`config.mk`:
```
export PLATFORM = sky130hd
export DESIGN_NAME = bin2bcd_seq_ctrl
export DESIGN_NICKNAME = d
export VERILOG_FILES = /design/src/rtl/bin2bcd_seq_ctrl.sv
export SDC_FILE = /design/constraint.sdc
export NUM_CORES = 1
export LEC_CHECK = 0
export CAP_MARGIN = 20
export CORE_MARGIN = 2
export CORE_UTILIZATION = 50
export CTS_CLUSTER_DIAMETER = 40
export DETAILED_ROUTE_END_ITERATION = 16
export PLACE_DENSITY = 0.76
export SETUP_SLACK_MARGIN = 0.15
export SLEW_MARGIN = 10
export SYNTH_ARGS = -nofsm -noshare
export SYNTH_HDL_FRONTEND = slang
export SYNTH_SLANG_ARGS = --single-unit
export TNS_END_PERCENT = 30
```
`constraint.sdc`:
```
create_clock -name clk -period 3.1 [get_ports clk]
set_input_delay 0.93 -clock clk [delete_from_list [all_inputs] [get_ports clk]]
set_output_delay 0.93 -clock clk [all_outputs]
set_load 0.05 [all_outputs]
```
`src/rtl/bin2bcd_seq_ctrl.sv`:
```
// bin2bcd_seq_ctrl: sequential double-dabble binary-to-BCD converter with valid/ready handshakes.
// Define BIN2BCD_SIGNED_EN for two's-complement input (adds a negation stage, sets neg).
module bin2bcd_seq_ctrl #(
   parameter int BIN_W  = 8,
   parameter int DIGITS = 3
) (
   input  logic                  clk,
   input  logic                  rst,
   input  logic                  en,
   input  logic                  in_valid,
   output logic                  in_ready,
   input  logic [BIN_W-1:0]      bin,
   output logic                  out_valid,
   input  logic                  out_ready,
   output logic [4*DIGITS-1:0]   bcd,
   output logic                  ovf,
   output logic                  neg,
   output logic                  busy
);
   localparam int AW = 4*DIGITS;
   localparam int CW = (BIN_W > 1) ? $clog2(BIN_W) : 1;
   typedef enum logic [1:0] {IDLE, NEGATE, SHIFT, DONE} state_t;
   state_t state, state_n;
   logic [CW-1:0] cnt, cnt_n;
   logic [AW-1:0] acc, acc_n, adj;
   logic [BIN_W-1:0] sh, sh_n;
   logic ovf_r, ovf_n, neg_r, neg_n;

   always_comb begin
      adj = acc;
      for (int i = 0; i < DIGITS; i++)
         adj[4*i +: 4] = (acc[4*i +: 4] >= 4'd5) ? acc[4*i +: 4] + 4'd3 : acc[4*i +: 4];
   end

   always_comb begin
      state_n = state;
      cnt_n   = cnt;
      acc_n   = acc;
      sh_n    = sh;
      ovf_n   = ovf_r;
      neg_n   = neg_r;
      if (en) begin
         case (state)
            IDLE: if (in_valid) begin
               acc_n = '0;
               ovf_n = 1'b0;
               cnt_n = CW'(BIN_W-1);
               sh_n  = bin;
`ifdef BIN2BCD_SIGNED_EN
               neg_n   = bin[BIN_W-1];
               state_n = NEGATE;
`else
               state_n = SHIFT;
`endif
            end
            NEGATE: begin
               sh_n    = neg_r ? -sh : sh;
               state_n = SHIFT;
            end
            SHIFT: begin
               // a 1 leaving the accumulator means the value needs more digits
               {acc_n, sh_n} = {adj, sh} << 1;
               ovf_n = ovf_r | adj[AW-1];
               cnt_n = cnt - 1'b1;
               if (cnt == '0) state_n = DONE;
            end
            DONE: if (out_ready) state_n = IDLE;
            default: state_n = IDLE;
         endcase
      end
   end

   always_ff @(posedge clk or posedge rst) begin
      if (rst) begin
         state <= IDLE;
         cnt   <= '0;
         acc   <= '0;
         sh    <= '0;
         ovf_r <= 1'b0;
         neg_r <= 1'b0;
      end else begin
         state <= state_n;
         cnt   <= cnt_n;
         acc   <= acc_n;
         sh    <= sh_n;
         ovf_r <= ovf_n;
         neg_r <= neg_n;
      end
   end

   assign in_ready  = (state == IDLE) && en;
   assign out_valid = (state == DONE);
   assign busy      = (state == SHIFT);
   assign ovf       = ovf_r;
   assign neg       = neg_r;
   assign bcd       = ovf_r ? {DIGITS{4'h9}} : acc;
endmodule

```
==> results.txt <==
----------------------------------------------------
[Outcome]
  Status ... complete, no violations

[Floorplan]
  Area of the core ... between 0.002 and 0.003 mm^2
  Vert. Die Dim ... 57.0 um
  Starting Density ... 51.8%
  Full die area ... 0.00325 mm^2
  Number of rows in the core area ... 19
  # IOs ... 30
  Width of the die ... 57.0 um

[Drt]
  DR vias/cell ... 5.66
  Drt pass-1 iters ... 5
  DRC violations left ... 0
  Wire length reported by the detailed router ... 2950 um
  Number of DRC markers in iteration 0 ... 40
  Antenna-violating nets left ... 0
  Vias ... 1165
  WL/cell ... 14.3 um

[Timing]
  Transition time of the tightest slew-check pin ... approximately 0.5 ns
  Setup repair after global routing missed its margin ... yes
  Period minus WS final ... slightly below 3 ns
  Final setup violation count ... 0
  Max-slew violation total from the final report ... 0
  Fraction of the cycle the final worst path needs ... between 90% and 100%
  Relative slew margins ... 66.1%
  Achievable frequency ... 0.345 GHz
  Accumulated negative setup slack ... 0 ns
  Endpoints failing hold ... 0
  Setup skew after layout ... 0.00328 ns

[Yosys]
  Mapped Area ... 0.00141 mm^2
  Total nets after synthesis ... 168
  Synthesized instance count ... 147
  Syn. warnings ... 0
  Ys flop type ... sky130_fd_sc_hd__dfrtp_1
  Post-synthesis sequential element count ... 26
  Avg Cell Area, Syn ... 9.56 um^2
  Post-synthesis share of cell area spent on and, or, nand and nor gates ... 16.3%
  Post-synth cell types ... 36
  Synth Area in Adders ... 7.12%
  Parity-gate share of the synthesized area counting xor and xnor cells ... 3.12%
  Async set-or-reset flop fraction in the synthesized netlist ... 100%
  Combinational family with the most area after synthesis ... compound AO/OA/AOI/OAI gates
  Proportion of synthesized chip area in sequential cells ... between 40 and 50%
  Multiplexer share of the synthesized area ... ~2.3%
  Synthesized-area fraction occupied by ao, oa, aoi and oai cells ... a little under a fifth
  Count of flip-flops with a built-in enable after synthesis ... 0

[Job]
  Max-Cap Viols ... 0

[Final layout]
  Post-layout net count ... 198
  Count of filler cells inserted in the layout ... 224
  Synthesis-to-layout area growth ... 24.7%
  Cell Count, Final, Fillers Out ... 206
  Area of all placed cells without fillers ... ~0.0018 mm^2
  Ratio of cells with drive above 1 in the final layout ... 10.9%
  Leading cell type in the layout, fill and taps excluded ... sky130_fd_sc_hd__clkdlybuf4s50_1
  Most frequent cells in the layout ... sky130_fd_sc_hd__clkdlybuf4s50_1 (27), sky130_fd_sc_hd__dfrtp_1 (26), sky130_fd_sc_hd__nand2_1 (21)
  Antenna Diode Count ... 0

[Worst setup path]
  Biggest cell delay along the critical path ... between 0.6 and 0.7 ns
  Data arrival time of the critical path ... 1.97 ns
  Worst r2r path cells ... 6
  Worst reg2reg endpoint ... acc[2]
  Critical path fanouts, max ... 5
  Kind of end point of the critical path ... output pin
  Worst setup path class ... input pin to output pin
  Slowest-stage cell, CP ... sky130_fd_sc_hd__clkdlybuf4s50_1
  RR Startpoint ... acc[0]
  Worst Setup Start Kind ... input pin
  Endpoint of the worst setup timing path ... in_ready
  Data required time of the critical path ... 2.17 ns
  FF-to-FF setup slack ... between 1 and 1.5 ns
  Critical path, cell by cell ... clkdlybuf4s50_1 > nand2b_4 > nor2_2 > buf_12
  First element of the critical path ... en

[Placed design]
  # placed instances ... 203
  Number of input and output port buffers inserted ... 28
  Final RePlAce weighted congestion ... 0.843
  Post-detailed-placement cell area ... 0.00172 mm^2
  Post-DP HPWL ... about 2200 um

[Clock tree]
  Num Clock Sinks ... 26
  Source-to-sink clock delay at the later pin of the worst-skew pair ... 0.32 ns
  Max Buffers Root-to-Sink ... 2
  Clock tree from TritonCTS ... built
  Number of hold buffers added after cts ... 0
  Clock buffer count from CTS ... 3
  Clock edge transition at the registers on the reported setup and hold paths ... 0.13 ns
  Count of buffers added by post-CTS timing repair for setup ... 0
  Level count of the clock H-tree ... 1
  Root Buffer ... sky130_fd_sc_hd__clkbuf_4

[Pwr]
  Pwr Total ... 1.91 mW
  Leakage power of the design ... roughly 0.8 nW
  Maximum resistive drop on vdd ... 823 uV
  Power density over cell area ... approximately 1100 mW/mm^2

[GRT]
  Total gr overflow ... 0
  Pin count of the biggest net entering global routing ... 27
  Vias in the first global route ... about 1100
  Initial antenna violation count ... 0
  Total global-route track usage ... 19.7%
  Global-route wire length before repair ... 5040 um

[Min path]
  Hold/Removal Path Class ... flip-flop to flip-flop
  Depth of the worst hold-timing path ... 2

----------------------------------------------------
-- sequential cells by signal, indices dropped and copies added, names as in the netlist --
| signal | flops |
|---|---|
| ovf | 1 |
| cnt | 3 |
| state | 2 |
| acc | 12 |
| sh | 8 |
-- where the power goes --
group / switching (mW) / internal (mW) / total (mW)
combinational: 0.710 / 0.453 / 1.16
sequential: 0.125 / 0.484 / 0.609
clock: 0.0954 / 0.0455 / 0.141
-- cells in the mapped netlist (all sizes together), types with 2 or more instances --
master | number | area [um^2]
nor2 | 10 | 40.0
inv | 13 | 48.8
nand2b | 5 | 33.8
a22oi | 6 | 45.0
nor3b | 2 | 20.0
o32ai | 2 | 17.5
a21oi | 4 | 20.0
ha | 8 | 100
buf | 5 | 33.8
o21ai | 9 | 45.0
o31ai | 3 | 22.5
mux2 | 2 | 22.5
a22o | 3 | 26.3
a31oi | 3 | 18.8
or2 | 4 | 25.0
o22ai | 4 | 25.0
a32o | 3 | 30.0
xor2 | 2 | 17.5
dfrtp | 26 | 651
nand2 | 22 | 85.1
xnor2 | 3 | 26.3
nor2b | 3 | 18.8
-- critical path: cells and delay by family --
kind          cells  cell delay (ns)
buf+inv           2             0.77
simple gates      2             0.26
-- stage by stage --
step / util, % / worst slack (ns) / hold slack (ns)
floorplan: - / 0.460 / 0.439
global placement: 63.4 / 0.193 / 0.453
detailed placement: 63.4 / 0.125 / 0.463
CTS: 64.4 / 0.163 / 0.495
global route: 64.6 / 0.111 / 0.524
finish: 64.6 / 0.203 / 0.497
-- final cells by class --
| type | count | area (um^2) | area share (%) |
|---|---|---|---|
| Clock buffer | 3 | 22.5 | 1.29 |
| Inverter | 13 | 48.8 | 2.79 |
| Multi-Input combinational cell | 102 | 678 | 38.7 |
| Sequential cell | 26 | 651 | 37.1 |
| Tap cell | 31 | 38.8 | 2.21 |
| Timing Repair Buffer | 31 | 313 | 17.9 |
-- cells by family after synthesis --
logic type,after synthesis
AOI/OAI and AO/OA,38
muxes,3
adders and majority gates,8
xor gates and xnor gates,5
buffers and inverters,19
and+or+nand+nor,47
other,1
DFF,26
-- repair_timing --
action	4_1_cts	5_1_grt
endpoints found under the setup margin	1	4
resized for setup	1	1
pin swaps	0	0
hold endpoints to repair	0	0
-- routing by layer --
metal | vias up | GRT usage, % | share of wire [%]
li1 | 562 | - | -
met1 | 573 | 26.0 | 44
met4 | 0 | 5.98 | 0.34
met2 | 28 | 34.3 | 52
met3 | 2 | 2.27 | 4.0
met5 | - | 0 | 0
-- worst min path at each step --
stage | startpoint | to | slack (ns)
3_3_place_gp | sh[4] | sh[5] | 0.45
5_1_grt | cnt[0] | cnt[0] | 0.52
4_1_cts | cnt[0] | cnt[0] | 0.49
6_report | sh[3] | sh[4] | 0.50
3_5_place_dp | sh[5] | sh[6] | 0.46
2_1_floorplan | sh[2] | sh[3] | 0.44
Note: power is estimated with default switching activity, not from simulation.
